===== src/rtl/trace_ram_arbiter.sv =====
// trace_ram_arbiter: shares the single-port trace sample RAM between the VGA
// display reader (fixed 2-cycle latency, always wins during active video) and
// the acquisition writer (granted only in blanking windows, blocked while a
// frame is frozen). Also reports per-frame write counts and frame boundaries.
module trace_ram_arbiter #(
  parameter int ADDR_W   = 10,
  parameter int DATA_W   = 12,
  parameter int H_ACTIVE = 800
) (
  input  logic              clk,
  input  logic              rst,
  input  logic [10:0]       hcount,
  input  logic [10:0]       vcount,
  input  logic              hblnk,
  input  logic              vblnk,
  input  logic              wr_mode,
  input  logic              freeze,
  input  logic              wr_req,
  input  logic [ADDR_W-1:0] wr_addr,
  input  logic [DATA_W-1:0] wr_data,
  output logic              wr_ack,
  output logic              ram_en,
  output logic              ram_we,
  output logic [ADDR_W-1:0] ram_addr,
  output logic [DATA_W-1:0] ram_wdata,
  input  logic [DATA_W-1:0] ram_rdata,
  output logic [DATA_W-1:0] disp_rdata,
  output logic              disp_valid,
  output logic              frozen,
  output logic              frame_start,
  output logic [10:0]       frame_wr_cnt
);

  localparam logic [10:0] H_ACTIVE_C = 11'(H_ACTIVE);
  localparam logic [10:0] CNT_MAX_C  = 11'd2047;

  typedef enum logic [1:0] {
    S_DISP = 2'd0,
    S_HBLK = 2'd1,
    S_VBLK = 2'd2
  } region_t;

  region_t     state_r;
  logic        vblnk_q;
  logic        disp_rd_q_r;
  logic [10:0] wr_cnt_r;

  logic        disp_rd_s;
  logic        allow_s;
  logic        wr_ack_s;
  logic        vblnk_rise_s;
  logic        vblnk_fall_s;

  // vcount and the region state are observation-only; the arbitration is
  // decided directly from the blanking flags and hcount.
  logic        unused_sigs_s;
  assign unused_sigs_s = ^{vcount, state_r};

  // Request qualification: display reads, writer window, and vblnk edges.
  always_comb begin
    disp_rd_s    = 1'b0;
    allow_s      = 1'b0;
    wr_ack_s     = 1'b0;
    vblnk_rise_s = 1'b0;
    vblnk_fall_s = 1'b0;
    disp_rd_s    = !hblnk && !vblnk && (hcount < H_ACTIVE_C);
    if (wr_mode) begin
      allow_s = vblnk;
    end else begin
      allow_s = hblnk || vblnk;
    end
    wr_ack_s     = !rst && wr_req && !disp_rd_s && !frozen && allow_s;
    vblnk_rise_s = !vblnk_q && vblnk;
    vblnk_fall_s = vblnk_q && !vblnk;
  end

  // RAM port mux: display read has priority, then a granted write, else idle.
  always_comb begin
    wr_ack    = 1'b0;
    ram_en    = 1'b0;
    ram_we    = 1'b0;
    ram_addr  = {ADDR_W{1'b0}};
    ram_wdata = {DATA_W{1'b0}};
    if (rst) begin
      wr_ack = 1'b0;
      ram_en = 1'b0;
      ram_we = 1'b0;
    end else if (disp_rd_s) begin
      ram_en   = 1'b1;
      ram_we   = 1'b0;
      ram_addr = hcount[ADDR_W-1:0];
    end else if (wr_ack_s) begin
      wr_ack    = 1'b1;
      ram_en    = 1'b1;
      ram_we    = 1'b1;
      ram_addr  = wr_addr;
      ram_wdata = wr_data;
    end else begin
      ram_en = 1'b0;
      ram_we = 1'b0;
    end
  end

  // Region FSM tracking which part of the raster is being scanned.
  always_ff @(posedge clk) begin
    if (rst) begin
      state_r <= S_VBLK;
    end else begin
      case ({vblnk, hblnk})
        2'b00:   state_r <= S_DISP;
        2'b01:   state_r <= S_HBLK;
        2'b10:   state_r <= S_VBLK;
        2'b11:   state_r <= S_VBLK;
        default: state_r <= S_VBLK;
      endcase
    end
  end

  // Display pipeline: read issued at N, RAM data at N+1, registered at N+2.
  always_ff @(posedge clk) begin
    if (rst) begin
      disp_rd_q_r <= 1'b0;
      disp_valid  <= 1'b0;
      disp_rdata  <= {DATA_W{1'b0}};
    end else begin
      disp_rd_q_r <= disp_rd_s;
      disp_valid  <= disp_rd_q_r;
      if (disp_rd_q_r) begin
        disp_rdata <= ram_rdata;
      end else begin
        disp_rdata <= disp_rdata;
      end
    end
  end

  // Frame boundaries: vblnk history, frame_start pulse, freeze capture.
  always_ff @(posedge clk) begin
    if (rst) begin
      vblnk_q     <= 1'b0;
      frame_start <= 1'b0;
      frozen      <= 1'b0;
    end else begin
      vblnk_q     <= vblnk;
      frame_start <= vblnk_fall_s;
      if (vblnk_rise_s) begin
        frozen <= freeze;
      end else begin
        frozen <= frozen;
      end
    end
  end

  // Per-frame write counter; a write in the boundary cycle opens the new frame.
  always_ff @(posedge clk) begin
    if (rst) begin
      wr_cnt_r     <= 11'd0;
      frame_wr_cnt <= 11'd0;
    end else if (vblnk_fall_s) begin
      frame_wr_cnt <= wr_cnt_r;
      wr_cnt_r     <= wr_ack_s ? 11'd1 : 11'd0;
    end else if (wr_ack_s && (wr_cnt_r != CNT_MAX_C)) begin
      wr_cnt_r <= wr_cnt_r + 11'd1;
    end else begin
      wr_cnt_r <= wr_cnt_r;
    end
  end

endmodule


===== config.mk =====
export PLATFORM = sky130hd
export DESIGN_NAME = trace_ram_arbiter
export DESIGN_NICKNAME = d
export VERILOG_FILES = /design/src/rtl/trace_ram_arbiter.sv
export SDC_FILE = /design/constraint.sdc
export NUM_CORES = 1
export LEC_CHECK = 0
export CORE_MARGIN = 3
export CORE_UTILIZATION = 33
export CTS_CLUSTER_DIAMETER = 80
export DETAILED_ROUTE_END_ITERATION = 10
export PLACE_DENSITY = 0.8
export SLEW_MARGIN = 10
export SYNTH_ARGS = -nofsm -noshare
export SYNTH_HDL_FRONTEND = slang
export SYNTH_SLANG_ARGS = --single-unit

===== constraint.sdc =====
create_clock -name clk -period 1.5 [get_ports clk]
set_clock_uncertainty 0.05 [all_clocks]
set_input_delay 0.3 -clock clk [delete_from_list [all_inputs] [get_ports clk]]
set_output_delay 0.3 -clock clk [all_outputs]
set_load 0.05 [all_outputs]

== After elaboration in Yosys (flattened, before gate mapping) ==
Cells that the tools add are included.

* $lt $le $gt $ge: 1
* Multiplexer cells: 15
* Equality and inequality tests: 1
* Reductions and logical operators: 17
* $add $sub $neg: 1

{| class="wikitable"
|+ Operators by type and width
! kind !! count
|-
| 12-bit two-way mux || 3
|-
| 10-bit two-way mux || 3
|-
| 11-bit two-way mux || 2
|-
| 11-bit by 1-bit adder with 11-bit output, second input constant || 1
|-
| 11-bit by 10-bit < comparator with 1-bit output, second input constant || 1
|-
| 11-bit != test, second input constant || 1
|-
| 1-bit logical AND || 9
|-
| 1-bit two-way mux || 7
|-
| 1-bit logical NOT || 6
|-
| 2-bit nonzero test || 1
|-
| 1-bit logical OR || 1
|}

* Output and inout port bits: 51
* Register bits: 39
* Logic and storage cells: 43

== Longest topological paths before layout ==
Gate-level depths: netlist of run 1.

* Word-level depth: 10
* Gate-level depth with buffers: 6

== Least setup slack after synthesis of run 1 ==
Ideal clock, no wire load.

* Path type: flip-flop to output port
* From: register frozen
* To: output port ram_wdata[10]
* Required time: 1.150 ns
* Cell stages (with the launch flop): 6
* Arrival: 2.090 ns
* Setup slack: -0.940 ns
* Path buffers: 1
* Path through: dfxtp_1 -> nor3b_2 -> o21ai_1 -> inv_2 -> clkbuf_1 -> and2_1

* Longest elaborated chain between the ends: 6

{| class="wikitable"
|+ Ends and longest elaborated chain
! item !! RTL line !! text
|-
| start: declaration || 29 || <nowiki>output logic frozen,</nowiki>
|-
| start signal: assignment || 146 || <nowiki>frozen <= freeze;</nowiki>
|-
| start signal: assignment || 148 || <nowiki>frozen <= frozen;</nowiki>
|-
| 1-bit logical NOT || 72 || <nowiki>wr_ack_s = !rst && wr_req && !disp_rd_s && !frozen && allow_s;</nowiki>
|-
| 1-bit logical AND (2 in a row) || 72 ||
|-
| 12-bit two-way mux || 92 || <nowiki>end else if (wr_ack_s) begin</nowiki>
|-
| 12-bit two-way mux || 88 || <nowiki>end else if (disp_rd_s) begin</nowiki>
|-
| 12-bit two-way mux || 84 || <nowiki>if (rst) begin</nowiki>
|-
| end: declaration || 25 || <nowiki>output logic [DATA_W-1:0] ram_wdata,</nowiki>
|}

Every way passes these cells.

== Worst setup path after layout of run 1 ==
* From: register frozen
* To: output port ram_wdata[3]

The elaborated chain is that of the path after synthesis.

==> results of run 1 <==
-- synth_stat cells, types with 3 or more instances --
cell type  number  area [um2]
mux2i_1        12         120
nand2_1        29         109
dfxtp_1        39         781
o21ai_0         3        15.0
nor2_1         17        63.8
a31oi_1         3        18.8
nor2b_1         3        18.8
clkbuf_1        8        30.0
a21oi_1        14        70.1
a22o_1         10        87.6
buf_2           3        15.0
and2_1         13        81.3
-- worst paths after layout --
kind	start	end	slack, ps	cells past startpoint
max	frozen	ram_wdata[3]	-400	6
min	rst	frame_wr_cnt[0]	340	3
max reg2reg	frozen	wr_cnt_r[9]	-230	7
min reg2reg	frame_wr_cnt[2]	frame_wr_cnt[2]	450	2
-- cell families after synthesis --
logic type	count (synthesis)
DFF	39
AOI/OAI and AO/OA	44
adders and majority gates	1
buffers and inverters	16
muxes	13
and+or+nand+nor	88
-- placed cells by master, fill, tap and decap left out, drive strengths merged, types with 5 or more instances in the layout --
master,netlist,final
a21oi,14,14
a22o,10,10
and2,13,13
buf,5,105
clkbuf,8,7
clkdlybuf4s50,0,40
dfxtp,39,39
dlygate4sd2,0,6
mux2i,12,12
nand2,30,30
nor2,17,17
o21ai,5,5
-- power by group through the flow --
stage               sequential (mW)  clock [mW]  combinational [mW]
floorplan                      1.12           0               0.247
global placement               1.09           0               0.641
detailed placement             1.09           0               0.658
CTS                            1.06       0.885               0.681
global route                   1.06       0.939               0.737
finish                         1.06       0.879               0.710
-- state kept, by name (all words and copies together) (netlist names) --
name and cells:
disp_rd_q_r 1, disp_rdata 12, disp_valid 1, frame_start 1
frame_wr_cnt 11, frozen 1, vblnk_q 1, wr_cnt_r 11
-- per-layer routing --
metal | wire length (um) | part of all wire, % | vias to the layer above
met5 | 0 | 0 | -
met4 | 247 | 3.0 | 0
met3 | 712 | 8.6 | 27
met2 | 4450 | 54 | 123
met1 | 2870 | 35 | 1104
li1 | - | - | 1011
-- repair_timing --
item / CTS / global route
setup endpoints to repair: 38 / 36
gates resized for setup: 41 / 16
buffers inserted: 6 / 7
pin swaps: 12 / 25
gates cloned: 1 / 1
-- layout make-up --
type                       instances  area (um2)  share of cell area [%]
sequential                        39         790                    19.0
multi-input combinational        146        1170                    28.3
inverter                           3        13.8                   0.331
timing repair buffer             154        1970                    47.5
clock inverter                     3        43.8                    1.05
tap                               70        87.6                    2.11
clock buffer                       5        68.8                    1.66
-- through the flow --
step / TNS [ps] / utilization [%] / total power [mW] / instances / instance area (um2)
floorplan: -4230 / - / 1.36 / 201 / 2000
global placement: -28550 / 74.4 / 1.73 / 401 / 3850
detailed placement: -30620 / 74.4 / 1.75 / 401 / 3850
CTS: -10790 / 79.1 / 2.63 / 416 / 4090
global route: -12710 / 80.3 / 2.74 / 420 / 4150
finish: -10590 / 80.3 / 2.65 / 420 / 4150
-- worst reg2reg max path: stages, from the launching register on --
cell	delay [ps]
dfxtp_4	360
nor3b_4	200
buf_4	150
buf_6	90
o2111ai_4	140
buf_6	170
o21bai_1	230
o311a_1	270
==> impl_metrics.csv, run 1 <==
group,metric,value,unit
power,seqPwrFrac,40.1,%
sta,maxSlewHeadroom,71.7,%
floorplanning,die_h,79.6,um
floorplanning,row_count,26,
grt,use_met1,24.7,%
cts,ctsRootBufferMaster,"clkbuf_8",
power,p_sw_share,27.2,%
run,drv_cap,0,
drt,drt-total-wl,8280,um
sta,fin_hold_ws,336,ps
setup_path,critPathMaxFanout,7,
yosys,synth_nets,265,
yosys,ys_async_sr_fraction,0,%
cts,hold_buffers,0,
setup_path,cp_slowest_cell,"dfxtp_4",
setup_path,critPathTopFamily,"buffers and inverters",
yosys,yosys.area_share.simple,26.0,%
sta,finalCritPeriodShare,127,%
floorplanning,pin_count,114,
power,p_int,1.93,mW
cts,max-clock-path-buffers,2,
setup_path,cp_num_buf_inv,3,
grt,grt_util_all_layers,23.6,%
sta,fmax,526,MHz
grt,grt_max_degree,23,
final_layout,syn_to_final_growth,132,%
drt,drt-initial-drc-count,206,
cts,path_clk_slew,80,ps
power,max-vdd-ir-drop,879,uV
sta,slew_violations,0,
yosys,syn_avg_cell_area,8.90,um2
yosys,synth_top_family_by_area,"simple AND/OR/NAND/NOR gates",
sta,fin_ws,-401,ps
grt,grt_pass1_vias,2421,
grt,grt_use_met2,44.3,%
final_layout,diodes,0,
drt,drc,0,
run_status,violations,"setup timing",
power,p_switching,0.722,mW
yosys,synth_ff_type,"dfxtp_1",
placement,detailed_place_hpwl,5340,um
setup_path,worstSetupStartpointType,"register",
setup_path,max_stage_delay,360,ps
yosys,synth-edff-count,0,
final_layout,nets,413,
sta,hold_viol_final,0,
power,combPwrFrac,26.8,%
setup_path,worstPathRequired,1150,ps
yosys,netlist_instances,201,
yosys,netlist_area,1790,um2
drt,dr.pass1.iters,4,
drt,wl_per_cell,19.7,um
yosys,seq_area_frac_synth,43.7,%
power,p_leak,1.66,nW
setup_path,cp-end-kind,"output pin",
cts,clk_latency,290,ps
drt,vias,2265,
grt,top_usage_layer,"met2",
yosys,synth_fa_ha_area_share,0.700,%
floorplanning,coreArea,5170,um2
sta,worstMarginPinSlew,424,ps
run_status,outcome,"finished, violations left",
cts,h-tree-depth,2,
setup_path,crit_arrival,1550,ps
sta,finalSetupViolCount,36,
drt,ant_nets,0,
grt,grt_use_met3,6.66,%
final_layout,drive_gt1_share,47.4,%
final_layout,n_fill_cell,267,
hold_path,min_path_type,"primary input to register",
power,p_clk_share,33.1,%
grt,antenna_found_initial,0,
placement,pre_cts_ws,-834,ps
yosys,synth-xor-area-share,0,%
cts,clkSinkCount,39,
drt,routed_via_density,5.39,
floorplanning,floorplan.initialDensity,34.6,%
placement,port-buffer-count,102,
yosys,synth.distinct_cells,46,
grt,overflow,0,
yosys,synth_seq_cells,39,
grt,grt_pass1_wl,11500,um
placement,gp_congestion,0.804,
yosys,yosys_warnings,0,
yosys,synthMuxAreaShare,7.35,%
yosys,synth-compound-area-share,18.3,%
floorplanning,dieWidth,79.6,um
setup_path,path_cells,"nor3b_4 -> o21ai_2 -> inv_4 -> clkbuf_16 -> and2_4 -> buf_12",
sta,period_needed,1900,ps
cts,numCtsBuffers,5,
power,power_density,639,nW/um2
floorplanning,dieArea,6340,um2
setup_path,path_class,"register to output pin",
cts,cts_tree,"done",
sta,rsz0062_at_grt,"true",
No activity file was read; power rests on OpenSTA's default activity.
==> run 2: changes to the inputs <==
--- a/config.mk
+++ b/config.mk
@@ -10,7 +10,7 @@
 export CTS_CLUSTER_DIAMETER = 80
 export DETAILED_ROUTE_END_ITERATION = 10
 export PLACE_DENSITY = 0.8
-export SLEW_MARGIN = 10
+export REMOVE_ABC_BUFFERS = 1
 export SYNTH_ARGS = -nofsm -noshare
 export SYNTH_HDL_FRONTEND = slang
 export SYNTH_SLANG_ARGS = --single-unit
==> run 2 against run 1 <==
  * The flow still finishes with violations (setup timing)
  * Critical endpoint is now ram_addr[3]
  * Sequential share of layout area about the same
  * Wire length up 2.8%
  * Worst setup slack worse by 120 ps
  * Via count down 1.3%
  * Clock power down 8.5%
  * Power down 2.7%
  * Utilization down 0.22 points
  * Register-to-register slack worse by 50 ps
  * Hold slack worse by 51 ps
  * Die area unchanged
  * Critical path depth unchanged
==> impl_metrics.csv, run 2 (same netlist as run 1, synthesis figures left out) <==
group,metric,value,unit
run_status,outcome,"finished, violations left",
run_status,violations,"setup timing",
final_layout,multi_input_area,1210,um2
sta,maxSlewHeadroom,67.0,%
floorplanning,die_h,79.6,um
setup_path,worstPathRequired,1150,ps
final_layout,diodes,0,
cts,ctsRootBufferMaster,"clkbuf_8",
drt,wl_per_cell,20.6,um
grt,grt_use_met2,46.8,%
sta,hold_viol_final,0,
final_layout,seq_area,786,um2
setup_path,reg2reg_slack,-280,ps
floorplanning,row_count,26,
run,drv_cap,0,
placement,detailed_place_hpwl,4860,um
grt,grt_pass1_wl,12600,um
cts,cts_tree,"done",
final_layout,nets,407,
sta,fmax,495,MHz
grt,overflow,0,
sta,fin_ws,-521,ps
drt,drt-total-wl,8510,um
final_layout,drive_gt1_share,45.9,%
placement,gp_congestion,0.870,
grt,grt_max_degree,29,
grt,use_met1,25.8,%
setup_path,cp-end-kind,"output pin",
hold_path,min_path_type,"primary input to register",
power,power_density,623,nW/um2
drt,ant_nets,0,
drt,vias,2236,
final_layout,regMostFlops,"disp_rdata",
drt,dr.pass1.iters,5,
final_layout,syn_to_final_growth,132,%
sta,rsz0062_at_grt,"true",
floorplanning,dieWidth,79.6,um
floorplanning,dieArea,6340,um2
placement,port-buffer-count,102,
power,max-vdd-ir-drop,457,uV
cts,numCtsBuffers,5,
setup_path,crit_arrival,1670,ps
cts,clk_latency,300,ps
drt,drc,0,
floorplanning,coreArea,5170,um2
final_layout,final_common_cell,"buf_12",
sta,finalCritPeriodShare,135,%
sta,period_needed,2020,ps
final_layout,largest_reg_flops,12,
floorplanning,pin_count,114,
setup_path,critPathMaxFanout,5,
setup_path,path_class,"primary input to output pin",
grt,antenna_found_initial,0,
cts,clkSinkCount,39,
drt,routed_via_density,5.40,
final_layout,final_cell_mix,"buf_12, clkdlybuf4s50_1, dfxtp_1, buf_4, nand2_1",
grt,top_usage_layer,"met2",
power,p_leak,1.63,nW
cts,path_clk_slew,80,ps
grt,grt_util_all_layers,26.3,%
cts,h-tree-depth,2,
sta,finalSetupViolCount,36,
final_layout,n_fill_cell,259,
cts,max-clock-path-buffers,2,
cts,hold_buffers,0,
placement,pre_cts_ws,-896,ps
sta,worstMarginPinSlew,493,ps
final_layout,reg_top3,"disp_rdata (12), frame_wr_cnt (11), wr_cnt_r (11)",
setup_path,worstSetupStartpointType,"primary input",
drt,drt-initial-drc-count,259,
grt,grt_pass1_vias,2461,
floorplanning,floorplan.initialDensity,34.6,%
sta,fin_tns_setup,-12240,ps
grt,grt_use_met3,10.7,%
sta,slew_violations,0,
-- run 2: changes by cell type in the layout (fill, tap and decap cells not counted), moves of 2 or more --
| cell | change |
|---|---|
| clkbuf_8 | +2 |
| dfxtp_2 | +3 |
| dfxtp_4 | -2 |
| dlygate4sd2_1 | -3 |
| buf_6 | +5 |
| clkdlybuf4s50_1 | +2 |
| buf_4 | -10 |
-- run 2: stage by stage --
stage	utilization, %	instances	cell area [um2]	hold WS [ps]	power, mW
2_1_floorplan	-	188	1730	319	1.30
3_3_place_gp	69.9	394	3610	430	1.68
5_1_grt	80.1	414	4140	286	2.65
3_5_place_dp	69.9	394	3610	435	1.69
6_report	80.1	414	4140	284	2.58
4_1_cts	78.2	413	4050	241	2.54
-- run 2: area by class of cell --
| type | instances | area share, % |
|---|---|---|
| well taps | 70 | 2.11 |
| repair buffers | 148 | 47.0 |
| clock buffers | 8 | 2.42 |
| flip-flops and latches | 39 | 19.0 |
| inverters | 3 | 0.272 |
| multi-input cells | 146 | 29.2 |
-- run 2: worst max-delay path: stages --
cell and delay, ps:
buf_6 100, or4_4 550, a31oi_4 240, buf_6 160, a22o_1 180, buf_12 150
-- run 2: report_power, final --
part / leakage, nW / switching [mW] / internal (mW)
Clock: 0.0515 / 0.384 / 0.420
Sequential: 0.317 / 0.0168 / 1.05
Combinational: 1.27 / 0.326 / 0.384
-- run 2: timing repair --
| item | CTS | global route |
|---|---|---|
| setup endpoints to repair | 36 | 37 |
| setup buffers | 13 | 6 |
| cloned | 3 | 0 |
| pin swaps | 25 | 22 |
| gates resized for setup | 74 | 23 |
-- run 2: path summary, 6_finish.rpt --
path / from / endpoint / cells past startpoint
max: vblnk / ram_addr[3] / 6
min: rst / frozen / 3
max reg2reg: frozen / wr_cnt_r[8] / 6
min reg2reg: frame_wr_cnt[8] / frame_wr_cnt[8] / 2
-- run 2: routing by layer --
| layer | share of wire, % | vias to the layer above | wire length [um] |
|---|---|---|---|
| met1 | 35 | 1056 | 2940 |
| met4 | 3.9 | 0 | 330 |
| met2 | 52 | 147 | 4400 |
| li1 | - | 1001 | - |
| met3 | 9.8 | 32 | 837 |
| met5 | 0 | - | 0 |
